<file path="config.mk">
export PLATFORM = sky130hd
export DESIGN_NAME = pie_encoder
export DESIGN_NICKNAME = d
export VERILOG_FILES = /design/src/rtl/rfid_pkg.sv /design/src/rtl/crc16_serial.sv /design/src/rtl/pie_encoder.sv
export SDC_FILE = /design/constraint.sdc
export NUM_CORES = 1
export LEC_CHECK = 0
export ABC_AREA = 1
export CORE_AREA = 2 2 68 70
export CTS_BUF_LIST = sky130_fd_sc_hd__clkbuf_2
export CTS_CLUSTER_SIZE = 28
export DETAILED_ROUTE_END_ITERATION = 10
export DIE_AREA = 0 0 70 72
export HOLD_SLACK_MARGIN = 0.08
export PLACE_DENSITY_LB_ADDON = 0.25
export SYNTH_ARGS = -nofsm -noshare
export SYNTH_HDL_FRONTEND = slang
export SYNTH_SLANG_ARGS = --single-unit
</file>
<file path="constraint.sdc">
create_clock -name clk -period 3 [get_ports clk]
set_input_delay 0.6 -clock clk [delete_from_list [all_inputs] [get_ports clk]]
set_output_delay 0.6 -clock clk [all_outputs]
set_load 0.005 [all_outputs]
</file>
<file path="src/rtl/rfid_pkg.sv">
// rfid_pkg: PIE FSM encodings and CRC-16 constants shared by the Gen2 TX encoder and RX detector/decoder.
package rfid_pkg;
    typedef enum logic [2:0] {
        PIE_IDLE, PIE_DELIM, PIE_DATA0, PIE_RTCAL, PIE_TRCAL, PIE_BITS, PIE_CRC
    } pie_state_t;
    localparam logic [15:0] CRC16_POLY   = 16'h1021;
    localparam logic [15:0] CRC16_PRESET = 16'hFFFF;
endpackage

</file>
<file path="src/rtl/crc16_serial.sv">
// crc16_serial: bit-serial CRC-16 (poly 0x1021, preset 0xFFFF), MSB-first remainder update.
module crc16_serial
    import rfid_pkg::*;
(
    input  logic        clk,
    input  logic        rst,
    input  logic        clear,
    input  logic        bit_en,
    input  logic        bit_in,
    output logic [15:0] rem
);
    always_ff @(posedge clk) begin
        if (rst || clear) rem <= CRC16_PRESET;
        else if (bit_en) rem <= {rem[14:0], 1'b0} ^ ((rem[15] ^ bit_in) ? CRC16_POLY : 16'h0000);
    end
endmodule

</file>
<file path="src/rtl/pie_encoder.sv">
// pie_encoder: EPC Gen2 reader-to-tag PIE envelope encoder (preamble/frame-sync, command bits).
// Define PIE_CRC16_EN to allow appending the ones-complement CRC-16 when crc_en is set at start.
module pie_encoder
    import rfid_pkg::*;
#(
    parameter int TARI  = 16,
    parameter int PW    = 8,
    parameter int DELIM = 12,
    parameter int RTCAL = 44,
    parameter int TRCAL = 88
) (
    input  logic clk,
    input  logic rst,
    input  logic start,
    input  logic preamble_sel,
    input  logic crc_en,
    input  logic in_dat,
    input  logic in_vld,
    input  logic in_last,
    output logic in_rdy,
    output logic out_dat,
    output logic busy,
    output logic done,
    output logic err
);
    localparam int CNT_W = $clog2(TRCAL + 1);
    localparam logic [CNT_W-1:0] L_D0 = CNT_W'(TARI);
    localparam logic [CNT_W-1:0] L_D1 = CNT_W'(2 * TARI);
    localparam logic [CNT_W-1:0] L_RT = CNT_W'(RTCAL);
    localparam logic [CNT_W-1:0] L_TR = CNT_W'(TRCAL);
    localparam logic [CNT_W-1:0] L_PW = CNT_W'(PW);
    localparam logic [CNT_W-1:0] L_DL = CNT_W'(DELIM - 1);
    pie_state_t st;
    logic [CNT_W-1:0] cnt, len, cnt_nx;
    logic pre, bit_last, fetch_sym, sym_end;
    assign cnt_nx    = cnt + 1'b1;
    assign sym_end   = cnt == len - 1'b1;
    // symbols whose last cycle pulls the next command bit
    assign fetch_sym = (st == PIE_RTCAL && !pre) || st == PIE_TRCAL || (st == PIE_BITS && !bit_last);
`ifdef PIE_CRC16_EN
    logic crc_on;
    logic [15:0] crc_rem, crc_sh;
    logic [3:0] crc_idx;
    crc16_serial u_crc (
        .clk    (clk),
        .rst    (rst),
        .clear  (st == PIE_IDLE && start),
        .bit_en (in_rdy && in_vld),
        .bit_in (in_dat),
        .rem    (crc_rem)
    );
`else
    logic unused_crc_en;
    assign unused_crc_en = crc_en;
`endif
    always_ff @(posedge clk) begin
        done <= 1'b0;
        err  <= 1'b0;
        if (rst) begin
            st       <= PIE_IDLE;
            cnt      <= '0;
            len      <= '0;
            pre      <= 1'b0;
            bit_last <= 1'b0;
            out_dat  <= 1'b1;
            in_rdy   <= 1'b0;
            busy     <= 1'b0;
        end else if (st == PIE_IDLE) begin
            if (start) begin
                st      <= PIE_DELIM;
                cnt     <= '0;
                pre     <= preamble_sel;
                busy    <= 1'b1;
                out_dat <= 1'b0;
`ifdef PIE_CRC16_EN
                crc_on  <= crc_en;
`endif
            end
        end else if (st == PIE_DELIM) begin
            if (cnt == L_DL) begin
                st      <= PIE_DATA0;
                cnt     <= '0;
                len     <= L_D0;
                out_dat <= 1'b1;
            end else cnt <= cnt_nx;
        end else if (!sym_end) begin
            cnt     <= cnt_nx;
            out_dat <= cnt_nx < len - L_PW;
            in_rdy  <= fetch_sym && cnt_nx == len - 1'b1;
        end else begin
            cnt     <= '0;
            out_dat <= 1'b1;
            in_rdy  <= 1'b0;
            if (st == PIE_DATA0) begin
                st  <= PIE_RTCAL;
                len <= L_RT;
            end else if (st == PIE_RTCAL && pre) begin
                st  <= PIE_TRCAL;
                len <= L_TR;
            end else if (fetch_sym) begin
                if (in_vld) begin
                    st       <= PIE_BITS;
                    len      <= in_dat ? L_D1 : L_D0;
                    bit_last <= in_last;
                end else begin
                    st   <= PIE_IDLE;
                    busy <= 1'b0;
                    err  <= 1'b1;
                end
            end
`ifdef PIE_CRC16_EN
            // remainder is sent inverted, MSB first
            else if (st == PIE_BITS && crc_on) begin
                st      <= PIE_CRC;
                len     <= crc_rem[15] ? L_D0 : L_D1;
                crc_sh  <= {~crc_rem[14:0], 1'b0};
                crc_idx <= 4'd0;
            end else if (st == PIE_CRC && crc_idx != 4'd15) begin
                len     <= crc_sh[15] ? L_D1 : L_D0;
                crc_sh  <= {crc_sh[14:0], 1'b0};
                crc_idx <= crc_idx + 1'b1;
            end
`endif
            else begin
                st   <= PIE_IDLE;
                busy <= 1'b0;
                done <= 1'b1;
            end
        end
    end
endmodule

</file>
==> results.sh, run 1 <==
export IMPL_run_status="completed"
export IMPL_most_instantiated_cells_after_synthesis="nand2_1 (64), inv_1 (28), dfxtp_1 (22), a21oi_1 (18), nor2_1 (17)"
export IMPL_finalWeightedCongestion=0.828
export IMPL_drc=0
export IMPL_report_final_slew_viol_count=0
export IMPL_clkSlewWorstSetupHoldPaths_ns=0.22
export IMPL_cts_hold_fix_buffers=0
export IMPL_grt_antenna_before_repair=0
export IMPL_syn_num_nets=263
export IMPL_synth_yosys_seq_area_share_pct=26.2
export IMPL_reg2regPathDepth=10
export IMPL_hpwl_mm=3.08
export IMPL_max_slew_margin_pct=75.8
export IMPL_worstHoldPathType="flop to flop"
export IMPL_clock_insertion_delay_worst_skew_ns=0.33
export IMPL_portBuffers=11
export IMPL_startpoint_type="flop"
export IMPL_clock_tree_htree_level_count=1
export IMPL_syn_area_per_cell_um2=6.86
export IMPL_finalSetupViolations=0
export IMPL_hold_path_cell_count=2
export IMPL_grt_total_usage_pct=15.9
export IMPL_crit_required_ns=3.25
export IMPL_wl_per_cell_um=12.1
export IMPL_clock_fmax_ghz=0.434
export IMPL_layout_cells_non_filler=308
export IMPL_vias_in_the_first_global_route=1420
export IMPL_grt_first_pass_wirelength_mm=6.36
export IMPL_report_power_total_mw=1.17
export IMPL_drt_iter0_drc=25
export IMPL_gr_total_overflow=0
export IMPL_boundaryPins=13
export IMPL_first_pass_drt_iterations=4
export IMPL_routed_via_density=4.80
export IMPL_synth_edf_count=0
export IMPL_pin_count_of_the_biggest_net_entering_global_routing=13
export IMPL_die_height_um=72
export IMPL_cap_viol_max_count=0
export IMPL_area_delta_synth_final_pct=9.90
export IMPL_antenna_cells_inserted=0
export IMPL_synth_largest_area_cell="dfxtp_1"
export IMPL_starting_density_of_the_core_pct=39.4
export IMPL_asyncSetResetFlopFracSynth_pct=0
export IMPL_crit_chain="ha_1 -> nand2_1 -> nor2_1 -> nand3_1 -> xor2_1 -> ha_1 -> nand4_1 -> o221a_2 -> o21ai_0 -> nand3_1"
export IMPL_grt_setup_unrepaired="false"
export IMPL_post_cts_setup_buffer_count=0
export IMPL_detail_route_wirelength_mm=3.74
export IMPL_core_area_um2=4260
export IMPL_cts_sinks=22
export IMPL_fin_crit_sh_pct=76.8
export IMPL_final_hold_viol_count=0
export IMPL_dpl_cell_count=304
export IMPL_fp_row_count=24
export IMPL_unique_cell_type_count_in_the_yosys_netlist=33
export IMPL_netlist_top_cells_area="dfxtp_1 (26%), nand2_1 (14%), ha_1 (7.4%)"
export IMPL_post_route_util_pct=43.3
export IMPL_most_frequent_cell_after_synthesis="nand2_1"
export IMPL_ys_dominant_reg_cell="dfxtp_1"
export IMPL_synth_ff_latch_count=22
export IMPL_worst_endpoint_arrival_ns=2.56
export IMPL_worst_setup_path_type="flop to flop"
export IMPL_drtAntennaViolNets=0
export IMPL_worstPathMaxFanout=5
export IMPL_vdd_drop_max_mv=0.305
export IMPL_final_net_count=275
export IMPL_slowest_stage="dfxtp_1"
export IMPL_cts_buffer_depth=2
export IMPL_delay_contributed_by_the_slowest_stage_of_the_critical_path_ns=0.45
export IMPL_post_synth_instance_area_um2=1680
export IMPL_cts_root_buf="clkbuf_2"
export IMPL_tritoncts="done"
export IMPL_post_cts_resize_count=0
export IMPL_synth_warnings=0
export IMPL_cellPowerDensity_nw_per_um2=634
export IMPL_static_leakage_power_nw=0.844
export IMPL_tns_ns=0
export IMPL_worst_slew_pin_transition_ns=0.363
export IMPL_clock_skew_ns=0.00309
export IMPL_dieArea_um2=5040
export IMPL_fin_hold_ws_ns=0.493
export IMPL_tritoncts_num_buffers=3
export IMPL_cp_end_kind="flop"
export IMPL_fill_cells=466
export IMPL_period_minus_slack_ns=2.30
export IMPL_synthCells=245
export IMPL_die_width_um=70
export IMPL_drive_gt1_share_pct=14.5
export IMPL_vias=1477
export IMPL_post_synth_top_area_fraction_pct=26.2
[worst max-delay path, delay by kind of cell (launching register included)]
family	cells	cell delay, ns
adder cells (fa/ha/maj)	2	0.58
XOR/XNOR	1	0.19
flip-flops	1	0.45
AND/OR/NAND/NOR	5	0.55
AO/OA/AOI/OAI	2	0.44
[metal layers]
metal,GRT usage (%),share of wire (%),vias to the layer above
met5,0,0,-
met4,4.49,0.91,0
met3,1.67,1.8,4
met2,27.6,45,11
met1,21.0,52,651
li1,-,-,811
[sequential cells by signal, indices dropped and copies added, names as in the netlist]
register	count
pre	1
out_dat	1
err	1
in_rdy	1
st	3
busy	1
cnt	7
done	1
bit_last	1
len	5
[report_power, final]
group / total, mW / internal [mW] / switching (mW)
sequential: 0.395 / 0.336 / 0.0591
clock: 0.126 / 0.0290 / 0.0973
combinational: 0.649 / 0.232 / 0.417
[path summary, 6_finish.rpt]
check / startpoint / endpoint / slack [ns]
worst max-delay path: cnt[1] / out_dat / 0.70
worst min-delay path: in_rdy / in_rdy / 0.49
worst max register to register: cnt[1] / out_dat / 0.70
worst min register to register: in_rdy / in_rdy / 0.49
[metrics by stage]
step	setup slack, ns	area [um^2]
after global placement	0.784	1830
after global routing	0.499	1850
final	0.697	1850
after detailed placement	0.746	1830
after CTS	0.749	1850
after floorplan	1.01	1680
[area by class of cell]
class / instances / area [um^2] / area share (%)
repair buffers: 12 / 118 / 6.37
clock buffers: 3 / 15.0 / 0.813
inverters: 37 / 139 / 7.52
clock inverters: 1 / 3.75 / 0.203
multi-input cells: 181 / 1070 / 57.7
well taps: 52 / 65.1 / 3.52
flip-flops and latches: 22 / 440 / 23.8
[placed cells by master (no fill, tap or decap), types with 3 or more instances in the layout]
cell type / count
a21oi_1: 18
nor2_1: 17
o21ai_0: 6
nand4_1: 7
xnor2_1: 3
inv_1: 28
nand2_2: 7
nand2_1: 64
xor2_1: 6
nand3_1: 15
o21ai_1: 4
nor3_2: 3
clkdlybuf4s50_1: 11
nand2_4: 3
clkbuf_2: 3
ha_1: 10
nor2_4: 3
inv_2: 8
dfxtp_1: 22
[cell families after synthesis]
kind of cell / share of synthesized area [%]
buf+inv: 10.3
simple gates: 39.5
flops: 26.2
fa+ha+maj: 7.45
compound gates: 10.9
xor+xnor: 5.66
No activity file was read; power rests on OpenSTA's default activity.
==> run 2, diff against run 1 <==
clock period = 2.1 ns   (was 3 ns; I/O delays follow)
==> run 2 against run 1 <==
Via count up 3.6%. Clock skew up 0.015 ns. Critical path type unchanged. Clock-buffer cell count unchanged. Sequential power up 41%. Setup slack worse by 0.57 ns.
==> results.sh, run 2 (same netlist as run 1, synthesis figures left out) <==
export IMPL_run_status="completed"
export IMPL_final_common_cell="nand2_1"
export IMPL_cts_hold_fix_buffers=0
export IMPL_delay_contributed_by_the_slowest_stage_of_the_critical_path_ns=0.37
export IMPL_grt_total_usage_pct=15.4
export IMPL_grt_use_met2_pct=25.1
export IMPL_tritoncts_num_buffers=3
export IMPL_fin_hold_ws_ns=0.482
export IMPL_largest_register_ff_count=7
export IMPL_cellPowerDensity_nw_per_um2=876
export IMPL_wl_per_cell_um=11.6
export IMPL_drt_iter0_drc=45
export IMPL_fin_crit_sh_pct=94.0
export IMPL_routed_via_density=4.84
export IMPL_cts_buffer_depth=2
export IMPL_top_regs="cnt: 7 flops, len: 5 flops, st: 3 flops"
export IMPL_cp_end_kind="flop"
export IMPL_cts_sinks=22
export IMPL_report_final_slew_viol_count=0
export IMPL_fp_row_count=24
export IMPL_grt_first_pass_wirelength_mm=6.12
export IMPL_regMostFlops="cnt"
export IMPL_cap_viol_max_count=0
export IMPL_core_area_um2=4260
export IMPL_drive_gt1_share_pct=19.3
export IMPL_detail_route_wirelength_mm=3.68
export IMPL_period_minus_slack_ns=1.97
export IMPL_worstHoldPathType="flop to flop"
export IMPL_mostFrequentLayoutCells="nand2_1 (64), inv_1 (28), dfxtp_1 (19)"
export IMPL_finalWeightedCongestion=0.840
export IMPL_starting_density_of_the_core_pct=39.4
export IMPL_groute_layer_met3_usage_pct=1.94
export IMPL_startpoint_type="flop"
export IMPL_tritoncts="done"
export IMPL_finalSetupViolations=0
export IMPL_antenna_cells_inserted=0
export IMPL_static_leakage_power_nw=0.887
export IMPL_worst_slew_pin_transition_ns=0.361
export IMPL_final_net_count=283
export IMPL_vias=1530
export IMPL_slowest_stage="dfxtp_2"
export IMPL_clock_insertion_delay_worst_skew_ns=0.34
export IMPL_portBuffers=11
export IMPL_final_hold_viol_count=0
export IMPL_grt_antenna_before_repair=0
export IMPL_clock_fmax_ghz=0.506
export IMPL_clock_skew_ns=0.0178
export IMPL_gr_total_overflow=0
export IMPL_boundaryPins=13
export IMPL_drc=0
export IMPL_clock_tree_htree_level_count=1
export IMPL_fill_cells=450
export IMPL_globalRouteMet1Util_pct=20.5
export IMPL_die_height_um=72
export IMPL_dieArea_um2=5040
export IMPL_worstPathMaxFanout=3
export IMPL_crit_required_ns=2.34
export IMPL_worst_setup_path_type="flop to flop"
export IMPL_post_route_util_pct=45.2
export IMPL_hpwl_mm=3.05
export IMPL_post_cts_resize_count=0
export IMPL_post_cts_setup_buffer_count=0
export IMPL_max_slew_margin_pct=75.9
export IMPL_crit_chain="ha_1 -> nand2_1 -> nor2_2 -> nand3_2 -> xor2_1 -> ha_1 -> nand2_1 -> o221a_2 -> o21ai_1 -> nand3_1"
export IMPL_area_delta_synth_final_pct=14.6
export IMPL_tns_ns=0
export IMPL_report_power_total_mw=1.69
export IMPL_vdd_drop_max_mv=0.639
export IMPL_drtAntennaViolNets=0
export IMPL_vias_in_the_first_global_route=1361
export IMPL_grt_busiest_layer="met2"
export IMPL_worst_endpoint_arrival_ns=2.21
export IMPL_clkSlewWorstSetupHoldPaths_ns=0.19
export IMPL_pin_count_of_the_biggest_net_entering_global_routing=13
export IMPL_cts_root_buf="clkbuf_2"
export IMPL_die_width_um=70
export IMPL_first_pass_drt_iterations=4
## run 2: critical path: cells and delay by family (launching register included)
| kind | cells | cell delay, ns |
|---|---|---|
| simple gates | 5 | 0.44 |
| xor+xnor | 1 | 0.17 |
| compound gates | 2 | 0.42 |
| fa+ha+maj | 2 | 0.47 |
| flops | 1 | 0.37 |
## run 2: metrics by stage
stage	setup slack, ns	cell area (um^2)	instances
2_1_floorplan	0.106	1680	245
3_3_place_gp	0.0652	1890	312
3_5_place_dp	0.0770	1890	312
4_1_cts	0.0222	1910	316
5_1_grt	-0.00300	1930	316
6_report	0.126	1930	316
## run 2: layout make-up
| type | count | area, um^2 | area share [%] |
|---|---|---|---|
| Timing Repair Buffer | 20 | 178 | 9.23 |
| Clock inverter | 1 | 3.75 | 0.195 |
| Multi-Input combinational cell | 181 | 1080 | 56.1 |
| Sequential cell | 22 | 444 | 23.1 |
| Clock buffer | 3 | 15.0 | 0.780 |
| Tap cell | 52 | 65.1 | 3.38 |
| Inverter | 37 | 139 | 7.21 |
## run 2: per-layer routing
metal  up-vias  share of wire [%]
li1        825                  -
met1       682                 51
met2        16                 44
met3         7                2.6
met4         0                1.9
met5         -                  0
## run 2: path summary, 6_finish.rpt
path | startpoint | end | slack [ns] | depth (start not counted)
hold reg to reg | in_rdy | in_rdy | 0.48 | 2
hold / removal | in_rdy | in_rdy | 0.48 | 2
setup / recovery | cnt[0] | out_dat | 0.13 | 10
setup reg to reg | cnt[0] | out_dat | 0.13 | 10
## run 2: where the power goes
part	internal (mW)	switching [mW]	total (mW)
clock network	0.0414	0.132	0.174
registers	0.483	0.0749	0.557
logic	0.346	0.610	0.956
total	0.870	0.818	1.69
